<file path="src/rtl/fetch_stage.sv">
`default_nettype none
`timescale 1ns/1ps
// ============================================================================
// Module   : fetch_stage
// Desc     : Instruction fetch with valid/ready imem port and IF/ID register.
// Revision : 1.0
// ============================================================================

module fetch_stage #(
    parameter logic [31:0] RESET_PC  = 32'h0000_0000,
    parameter logic [31:0] NOP_INSTR = 32'h0000_0013
) (
    input  logic        clk,
    input  logic        rst_n,
    input  logic        StallF,
    input  logic        StallD,
    input  logic        FlushD,
    input  logic        PCSrcE,
    input  logic [31:0] PCTargetE,
    output logic        imem_req_valid,
    output logic [31:0] imem_req_addr,
    input  logic        imem_req_ready,
    input  logic        imem_rsp_valid,
    input  logic [31:0] imem_rsp_data,
    output logic [31:0] InstrD,
    output logic [31:0] PCD,
    output logic [31:0] PCPlus4D,
    output logic        ValidD,
    output logic [4:0]  Rs1D,
    output logic [4:0]  Rs2D,
    output logic [4:0]  RdD
);

    typedef enum logic [1:0] {
        S_REQ  = 2'd0,
        S_WAIT = 2'd1,
        S_HOLD = 2'd2
    } state_t;

    state_t      state_q, state_d;
    logic [31:0] pc_next_q, pc_next_d;
    logic [31:0] pc_pend_q, pc_pend_d;
    logic [31:0] hold_instr_q, hold_instr_d;
    logic [31:0] hold_pc_q, hold_pc_d;
    logic        kill_q, kill_d;

    logic        req_valid;
    logic        deliver;
    logic [31:0] deliver_instr;
    logic [31:0] deliver_pc;

    logic [31:0] instr_q;
    logic [31:0] pcd_q;
    logic        validd_q;

    always_ff @(posedge clk) begin
        if (!rst_n) begin
            state_q      <= S_REQ;
            pc_next_q    <= RESET_PC;
            pc_pend_q    <= RESET_PC;
            hold_instr_q <= NOP_INSTR;
            hold_pc_q    <= 32'd0;
            kill_q       <= 1'b0;
        end else begin
            state_q      <= state_d;
            pc_next_q    <= pc_next_d;
            pc_pend_q    <= pc_pend_d;
            hold_instr_q <= hold_instr_d;
            hold_pc_q    <= hold_pc_d;
            kill_q       <= kill_d;
        end
    end

    always_comb begin
        state_d       = state_q;
        pc_next_d     = pc_next_q;
        pc_pend_d     = pc_pend_q;
        hold_instr_d  = hold_instr_q;
        hold_pc_d     = hold_pc_q;
        kill_d        = kill_q;
        req_valid     = 1'b0;
        deliver       = 1'b0;
        deliver_instr = NOP_INSTR;
        deliver_pc    = 32'd0;

        case (state_q)
            S_REQ: begin
                req_valid = !StallF && !PCSrcE;
                if (req_valid && imem_req_ready) begin
                    pc_pend_d = pc_next_q;
                    pc_next_d = pc_next_q + 32'd4;
                    state_d   = S_WAIT;
                end
            end
            S_WAIT: begin
                if (imem_rsp_valid) begin
                    if (kill_q || PCSrcE) begin
                        kill_d  = 1'b0;
                        state_d = S_REQ;
                    end else if (StallD || FlushD) begin
                        // Decode cannot take it this cycle; park it so it is not lost.
                        hold_instr_d = imem_rsp_data;
                        hold_pc_d    = pc_pend_q;
                        state_d      = S_HOLD;
                    end else begin
                        deliver       = 1'b1;
                        deliver_instr = imem_rsp_data;
                        deliver_pc    = pc_pend_q;
                        req_valid     = !StallF;
                        if (req_valid && imem_req_ready) begin
                            pc_pend_d = pc_next_q;
                            pc_next_d = pc_next_q + 32'd4;
                        end else begin
                            state_d = S_REQ;
                        end
                    end
                end else if (PCSrcE) begin
                    kill_d = 1'b1;
                end
            end
            S_HOLD: begin
                if (PCSrcE) begin
                    state_d = S_REQ;
                end else if (!StallD && !FlushD) begin
                    deliver       = 1'b1;
                    deliver_instr = hold_instr_q;
                    deliver_pc    = hold_pc_q;
                    state_d       = S_REQ;
                end
            end
            default: begin
                state_d = S_REQ;
            end
        endcase

        if (PCSrcE) begin
            pc_next_d = PCTargetE;
        end
    end

    always_ff @(posedge clk) begin
        if (!rst_n) begin
            instr_q  <= NOP_INSTR;
            pcd_q    <= 32'd0;
            validd_q <= 1'b0;
        end else if (FlushD) begin
            instr_q  <= NOP_INSTR;
            pcd_q    <= 32'd0;
            validd_q <= 1'b0;
        end else if (!StallD) begin
            instr_q  <= deliver_instr;
            pcd_q    <= deliver_pc;
            validd_q <= deliver;
        end
    end

    assign imem_req_valid = req_valid && rst_n;
    assign imem_req_addr  = pc_next_q;

    assign InstrD   = instr_q;
    assign PCD      = pcd_q;
    assign PCPlus4D = pcd_q + 32'd4;
    assign ValidD   = validd_q;
    assign Rs1D     = instr_q[19:15];
    assign Rs2D     = instr_q[24:20];
    assign RdD      = instr_q[11:7];

endmodule

`default_nettype wire

</file>
<file path="config.mk">
export PLATFORM = sky130hd
export DESIGN_NAME = fetch_stage
export DESIGN_NICKNAME = d
export VERILOG_FILES = /design/src/rtl/fetch_stage.sv
export SDC_FILE = /design/constraint.sdc
export NUM_CORES = 1
export LEC_CHECK = 0
export ABC_AREA = 1
export CELL_PAD_IN_SITES_DETAIL_PLACEMENT = 0
export CELL_PAD_IN_SITES_GLOBAL_PLACEMENT = 1
export CORE_MARGIN = 3
export CORE_UTILIZATION = 36
export DETAILED_ROUTE_END_ITERATION = 10
export GPL_TIMING_DRIVEN = 0
export PLACE_DENSITY_LB_ADDON = 0.08
export SYNTH_ARGS = -nofsm -noshare
export SYNTH_HDL_FRONTEND = slang
export SYNTH_SLANG_ARGS = --single-unit
</file>
<file path="constraint.sdc">
create_clock -name clk -period 2.4 [get_ports clk]
set_input_delay 0.48 -clock clk [delete_from_list [all_inputs] [get_ports clk]]
set_output_delay 0.48 -clock clk [all_outputs]
set_load 0.02 [all_outputs]
</file>
# After elaboration in Yosys (flattened, before gate mapping)
# Index checks and enable logic that the tools add are counted.
# word_totals
regBits	196
inputBits	72
out_inout_bits	145
elab_cells	95
# classes
add_sub_neg	2
eq_ne	15
muxes	46
bitwise_logic	2
reduce_logical	21
# op_table
operator	count
32-bit two-way mux	21
32-bit one-hot mux with 2 select lines	4
32-bit by 3-bit adder with 32-bit output, second input constant	2
3-bit inequality test, second input constant	6
2-bit two-way mux	7
6-bit AND reduction	2
1-bit two-way mux	11
2-bit inequality test, second input constant	5
4-bit AND reduction	2
2-bit one-hot mux with 3 select lines	1
1-bit logical AND	5
1-bit zero test	4
4-bit inequality test, second input constant	1
1-bit one-hot mux with 2 select lines	2
2-bit nonzero test	2
3-bit AND reduction	1
3-bit nonzero test	1
2-bit by 1-bit equality test with 1-bit output, second input constant	1
2-bit equality test, second input constant	1
2-bit zero test	1
1-bit logical OR	2
2-bit by 1-bit inequality test with 1-bit output, second input constant	1
1-bit inverter	2
2-bit OR reduction	1

# Depth between registers and ports, before layout
# Gate-level depths: netlist (run 1).
# depth
word_depth	8
ltp_mapped	14
ltp_nobuf	12

# Worst setup path after synthesis (run 1)
# OpenSTA, ideal clock, no wires.
# synth_path
kind	flip-flop to output port
start	reg pcd_q[2] (netlist: PCD[2])
end	out PCPlus4D[24]
arrival_time_ns	1.874
required_time_ns	1.920
setup_slack_ns	0.046
path_stages_with_launch	10
n_path_buf	0
cell_sequence	dfxtp_1 -> ha_1 -> nand3_2 -> inv_1 -> nand2_1 -> nor2_2 -> nand2_1 -> nor2_2 -> nand2_1 -> xnor2_1
# synth_via
elab_chain_cells	1
# synth_rtl
item	line	text
from (decl)	53	logic [31:0] pcd_q;
from (signal assigned)	152	pcd_q <= deliver_pc;
32-bit by 3-bit adder with 32-bit output	162	assign PCPlus4D = pcd_q + 32'd4;
to (decl)	27	output logic [31:0] PCPlus4D,
# No other way between the ends.

# Final worst setup path (run 1)
# layout_path
start	reg pcd_q[3] (netlist: PCD[3])
end	out PCPlus4D[22]
# The elaborated chain is that of the path after synthesis.

==> results of run 1 <==
-- how the worst max path moves through the flow --
stage,to,cells after the start,startpoint
floorplan,PCPlus4D[24],9,PCD[2]$_SDFFE_PP0N_
global placement,imem_req_valid,7,PCSrcE
detailed placement,imem_req_valid,7,PCSrcE
CTS,PCPlus4D[26],12,PCD[3]$_SDFFE_PP0N_
global route,PCPlus4D[30],5,PCD[21]$_SDFFE_PP0N_
finish,PCPlus4D[22],10,PCD[3]$_SDFFE_PP0N_
-- power by group through the flow --
stage                     sequential (mW)  clock [mW]  combinational, mW
after detailed placement             4.30           0               2.98
after floorplan                      4.27           0               1.84
after global placement               4.29           0               2.96
after global routing                 4.30        3.24               3.34
after CTS                            4.23        3.12               3.01
final                                4.23        3.07               3.00
-- flip-flops by register name, summed over array words and instances, names as in the netlist --
signal         count
hold_instr_q      32
PCD               32
ValidD             1
pc_pend_q         32
state_q            2
imem_req_addr     32
kill_q             1
InstrD            32
hold_pc_q         32
-- kinds of logic after synthesis --
kind of cell / Yosys count
XOR/XNOR: 27
AND/OR/NAND/NOR: 652
flip-flops: 196
buffers and inverters: 189
adder cells (fa/ha/maj): 5
AO/OA/AOI/OAI: 317
-- cells in the mapped netlist (all sizes together), types with 8 or more instances --
| cell | number | area (µm²) |
|---|---|---|
| nand4 | 8 | 50.1 |
| inv | 95 | 362 |
| nor2 | 213 | 830 |
| dfxtp | 196 | 3920 |
| buf | 50 | 353 |
| a21oi | 126 | 664 |
| nand3 | 64 | 360 |
| nor3 | 12 | 70.1 |
| xor2 | 22 | 193 |
| a22o | 49 | 429 |
| nand2 | 345 | 1320 |
| clkbuf | 43 | 161 |
| o21ai | 135 | 676 |
-- final cells by class --
type	count	share of cell area [%]
Buffer	92	3.92
Clock buffer	20	3.43
Clock inverter	12	1.25
Inverter	96	2.82
Multi-Input combinational cell	1001	38.5
Sequential cell	196	30.0
Tap cell	335	3.15
Timing Repair Buffer	235	17.0
-- timing repair --
item | CTS | global route
gates cloned | 0 | 0
setup buffers | 8 | 13
gates resized for setup | 186 | 56
setup endpoints to repair | 29 | 23
pin swaps | 15 | 24
-- worst min-delay path, stage by stage --
cell     delay [ns]
buf_6          0.15
nand2_1        0.07
a21oi_1        0.05
-- metal layers --
metal,up-vias,global-route usage (%)
met4,0,6.44
met2,288,36.0
met5,-,0
li1,5014,-
met3,36,3.26
met1,4477,30.2
==> impl_metrics.yaml, run 1 <==
final_layout:
  num_antenna_cells: 0
  final_util_pct: 50.8
  layout-drive-gt1-share_pct: 14.3
  final_area_mm2: 0.0133
  syn2layout_area_growth_pct: 38.2
  nets: 1716
  multiInputGateArea_mm2: 0.00512
  fill_cells: 2703
  stdcell_count: 1987
  regArea_mm2: 0.00399
  final_common_cell: "nand2_1"
  mostFrequentLayoutCells: "330 x nand2_1, 197 x nor2_1, 184 x clkdlybuf4s50_1, 172 x dfxtp_1, 124 x o21ai_0"
critical_path:
  worstPathCellList: "ha_4, nand3_4, inv_2, nand2_4, nor2_4, nand2_4, buf_6, nor3_4, xor2_1, buf_4"
  crit_path_max_fanout: 4
  critPathRequiredTime_ns: 1.92
  cp.arrival_ns: 2.04
  crit_family: "simple AND/OR/NAND/NOR gates"
  worst_path_max_delay_cell: "dfxtp_4"
  rr_worst_depth: 6
  crit_path_start_kind: "flip-flop"
  r2r-end: "InstrD[7]$_SDFFE_PP0N_"
  r2r-start: "state_q[0]$_SDFFE_PN0P_"
  crit_path_end_kind: "output port"
  path_buf_inv: 3
  cpPeakStageDelay_ns: 0.39
  crit_path_frequent_cell: "nand2_4"
  reg2reg_slack_ns: 0.27
  crit_type: "flip-flop to output port"
drt:
  dr.first_iter.drc_count: 606
  drt_wl_total_um: 32300
  vias: 9815
  viasPerCell: 4.94
  drc: 0
  final_antenna_net_count: 0
  wl_met3_um: 1470
  top_layer_used: "met4"
  first_pass_iters: 5
  wl_met2_um: 14600
  wl_per_cell_um: 16.2
  met1Wirelength_um: 15600
min_path:
  hold_path_depth: 3
  hold-path-endpoint: "ValidD$_SDFFE_PP0N_"
  hp-class: "input pin to flip-flop"
  hold_start: "StallD"
timing:
  tns_ns: -0.334
  setup_ws_ns: -0.115
  worst_slew_pin_slew_ns: 0.765
  skew_ns: 0.0124
  worst_hold_slack_ns: 0.363
  fin_crit_ns: 2.52
  hold_viol: 0
  relSlewSlack_pct: 49.0
  post-route-period-util_pct: 105
  max_freq_ghz: 0.398
  rsz0062_at_grt: "true"
  maxSlewViolCount: 0
  setup_viol: 7
yosys:
  async_reset_ff_share_pct: 0
  syn-num-nets: 1463
  netlist_area_mm2: 0.00963
  synth_cell_types: 39
  yosysSeqAreaShare_pct: 40.7
  synth_xor_area_share_pct: 2.46
  ys_warn_count: 0
  syn-instance-count: 1386
  yosys-mux-area-fraction_pct: 0
  synth_top_family_by_area: "simple AND/OR/NAND/NOR gates"
  yosys.area_share.simple_pct: 28.1
  synth-adder-area-share_pct: 0.650
  ys_ff_latch: 196
  synth_top_flop_cell: "dfxtp_1"
  synth_compound_area_share_pct: 19.0
  synth_edf_count: 0
  avgSynthCellArea_um2: 6.95
power:
  internal-power_mw: 6.53
  pwr-share-comb_pct: 29.1
  power_mw: 10.3
  seqPwrFrac_pct: 41.1
  p_leak_nw: 5.04
  ir_drop_mv: 0.515
  p_switching_mw: 3.77
  p_per_area_mw_per_mm2: 774
  power_frac_clock_pct: 29.8
  sw_frac_of_total_pct: 36.6
floorplanning:
  die_w_um: 170
  top_level_ports: 217
  dieArea_mm2: 0.0288
  die_h_um: 170
  std_cell_rows: 59
  start_util_pct: 36.8
  core_area_mm2: 0.0262
global_route:
  grt_pass1_wl_um: 50300
  grt_pass1_vias: 9337
  overflow: 0
  grt_antenna_before_repair: 0
  grt_max_degree: 20
  track_usage_pct: 22.0
clock_tree:
  numCtsBuffers: 17
  ctsRootBufferMaster: "clkbuf_16"
  ctsHoldBuffers: 0
  clk_latency_ns: 0.44
  cts.sinks: 196
  cts_tree: "yes"
  cts_buffer_depth: 2
  clk_pin_slew_ns: 0.07
  cts.htree.levels: 4
place:
  dpl_cell_area_mm2: 0.0122
  dp.cells: 1935
  place_worst_setup_slack_ns: -1.15
  gp_congestion: 0.882
  port_buffers: 214
  dpl.hpwl_um: 24500
run:
  cap_viol_max_count: 0
run_status:
  status: "finished with violations"
  violations: "negative setup slack"
(Power assumes the default switching activity.)
==> run 2, diff against run 1 <==
--- a/config.mk
+++ b/config.mk
@@ -9,7 +9,8 @@
 export CELL_PAD_IN_SITES_DETAIL_PLACEMENT = 0
 export CELL_PAD_IN_SITES_GLOBAL_PLACEMENT = 1
 export CORE_MARGIN = 3
-export CORE_UTILIZATION = 36
+export CORE_UTILIZATION = 37
+export CTS_BUF_LIST = sky130_fd_sc_hd__clkbuf_4
 export DETAILED_ROUTE_END_ITERATION = 10
 export GPL_TIMING_DRIVEN = 0
 export PLACE_DENSITY_LB_ADDON = 0.08
==> run 2 against run 1 <==
The run still ends with negative setup slack left. Die area shrank 2.6%. Sequential share of layout area increased by 0.67 points. Clock-buffer cell count down 3. Flip-flop and latch count did not move. Largest power group unchanged.
==> impl_metrics.yaml, run 2 (synthesized netlist as in run 1, its figures left out) <==
run_status:
  status: "finished with violations"
  violations: "negative setup slack"
final_layout:
  mostFrequentLayoutCells: "332 x nand2_1, 195 x nor2_1, 184 x clkdlybuf4s50_1, 167 x dfxtp_1, 124 x o21ai_0"
  fill_cells: 2656
  final_common_cell: "nand2_1"
  layout-drive-gt1-share_pct: 15.5
  syn2layout_area_growth_pct: 35.3
  final_util_pct: 51.3
  nets: 1727
timing:
  hold_viol: 0
  setup_viol: 22
  worst_slew_pin_slew_ns: 0.768
  setup_ws_ns: -0.331
  post-route-period-util_pct: 114
  rsz0062_at_grt: "true"
  max_freq_ghz: 0.366
  relSlewSlack_pct: 48.8
  maxSlewViolCount: 0
  skew_ns: 0.0241
  fin_crit_ns: 2.73
min_path:
  hp-class: "input pin to flip-flop"
  hold_start: "StallD"
  hold-path-endpoint: "ValidD$_SDFFE_PP0N_"
  hold_path_depth: 3
place:
  dpl.hpwl_um: 24200
  port_buffers: 214
  place_worst_setup_slack_ns: -1.16
  gp_congestion: 0.878
power:
  p_per_area_mw_per_mm2: 696
  ir_drop_mv: 0.766
  p_leak_nw: 4.92
clock_tree:
  ctsHoldBuffers: 0
  cts_tree: "yes"
  cts.htree.levels: 4
  clk_latency_ns: 0.60
  clk_pin_slew_ns: 0.16
  cts.sinks: 196
  numCtsBuffers: 17
  cts_buffer_depth: 2
  ctsRootBufferMaster: "clkbuf_4"
critical_path:
  crit_path_start_kind: "flip-flop"
  crit_path_end_kind: "output port"
  crit_path_max_fanout: 4
  cp-startpoint: "PCD[2]$_SDFFE_PP0N_"
  rr_worst_depth: 6
  cp.arrival_ns: 2.25
  r2r-start: "state_q[0]$_SDFFE_PN0P_"
  critPathRequiredTime_ns: 1.92
  crit_type: "flip-flop to output port"
  r2r-end: "InstrD[5]$_SDFFE_PP0N_"
  reg2reg_slack_ns: 0.24
run:
  cap_viol_max_count: 0
global_route:
  grt_pass1_vias: 9170
  grt_antenna_before_repair: 1
  track_usage_pct: 22.0
  grt_pass1_wl_um: 49800
  overflow: 0
  grt_max_degree: 20
drt:
  vias: 9829
  drc: 0
  viasPerCell: 4.93
  wl_per_cell_um: 16.0
  drt_wl_total_um: 31900
  dr.first_iter.drc_count: 485
  first_pass_iters: 5
  final_antenna_net_count: 0
floorplanning:
  dieArea_mm2: 0.0280
  start_util_pct: 37.9
  die_w_um: 167
  std_cell_rows: 58
  top_level_ports: 217
  core_area_mm2: 0.0254
  die_h_um: 167
-- run 2: stage by stage --
step                      hold slack [ns]  TNS (ns)  cells  power, mW  area, µm²
after floorplan                     0.425         0   1386       6.11       9630
after global placement              0.434    -10.09   1930       7.25      12200
after detailed placement            0.441     -9.96   1930       7.28      12200
after CTS                           0.140     -4.88   1979       9.11      12800
after global routing                0.146     -6.91   1994       9.65      13000
final                               0.195     -3.99   1994       9.07      13000
-- run 2: worst max-delay path by stage --
| stage | slack (ns) | depth (start not counted) | endpoint |
|---|---|---|---|
| 3_3_place_gp | -1.16 | 7 | imem_req_valid |
| 2_1_floorplan | 0.05 | 9 | PCPlus4D[24] |
| 3_5_place_dp | -1.16 | 7 | imem_req_valid |
| 6_report | -0.33 | 11 | PCPlus4D[28] |
| 5_1_grt | -0.44 | 11 | PCPlus4D[28] |
| 4_1_cts | -0.33 | 11 | PCPlus4D[26] |
-- run 2: timing repair --
action                                  CTS  global route
endpoints found under the setup margin   31            30
gates resized for setup                 210            54
pin swaps                                15            19
buffers inserted                         19            14
-- run 2: cell type report --
type | instances | area [µm²] | area share, %
tap | 330 | 413 | 3.17
timing repair buffer | 247 | 2340 | 18.0
inverter | 96 | 365 | 2.80
clock buffer | 17 | 128 | 0.979
clock inverter | 15 | 148 | 1.13
buffer | 91 | 517 | 3.96
antenna | 1 | 2.50 | 0.0192
multi-input combinational | 1001 | 5120 | 39.3
sequential | 196 | 3990 | 30.6
-- run 2: where the power goes --
part / internal [mW] / switching (mW)
Sequential: 3.76 / 0.464
Clock: 0.548 / 1.25
Combinational: 1.10 / 1.96
-- run 2: critical path, stage by stage, from the launching register on --
cell and delay [ns]:
dfxtp_4 0.41, ha_4 0.15, nand3_4 0.08, inv_2 0.08
nand2_4 0.06, nor2_4 0.12, nand2_4 0.10, nor2_4 0.16
buf_6 0.12, nand3_2 0.06, xnor2_1 0.17, buf_4 0.16
-- run 2: layer usage --
metal | vias up | global-route usage [%] | wire length [µm] | part of all wire (%)
li1 | 5051 | - | - | -
met1 | 4479 | 30.7 | 15500 | 49
met2 | 272 | 35.7 | 14400 | 45
met3 | 27 | 3.59 | 1560 | 4.9
met4 | 0 | 5.51 | 464 | 1.5
met5 | - | 0 | 0 | 0
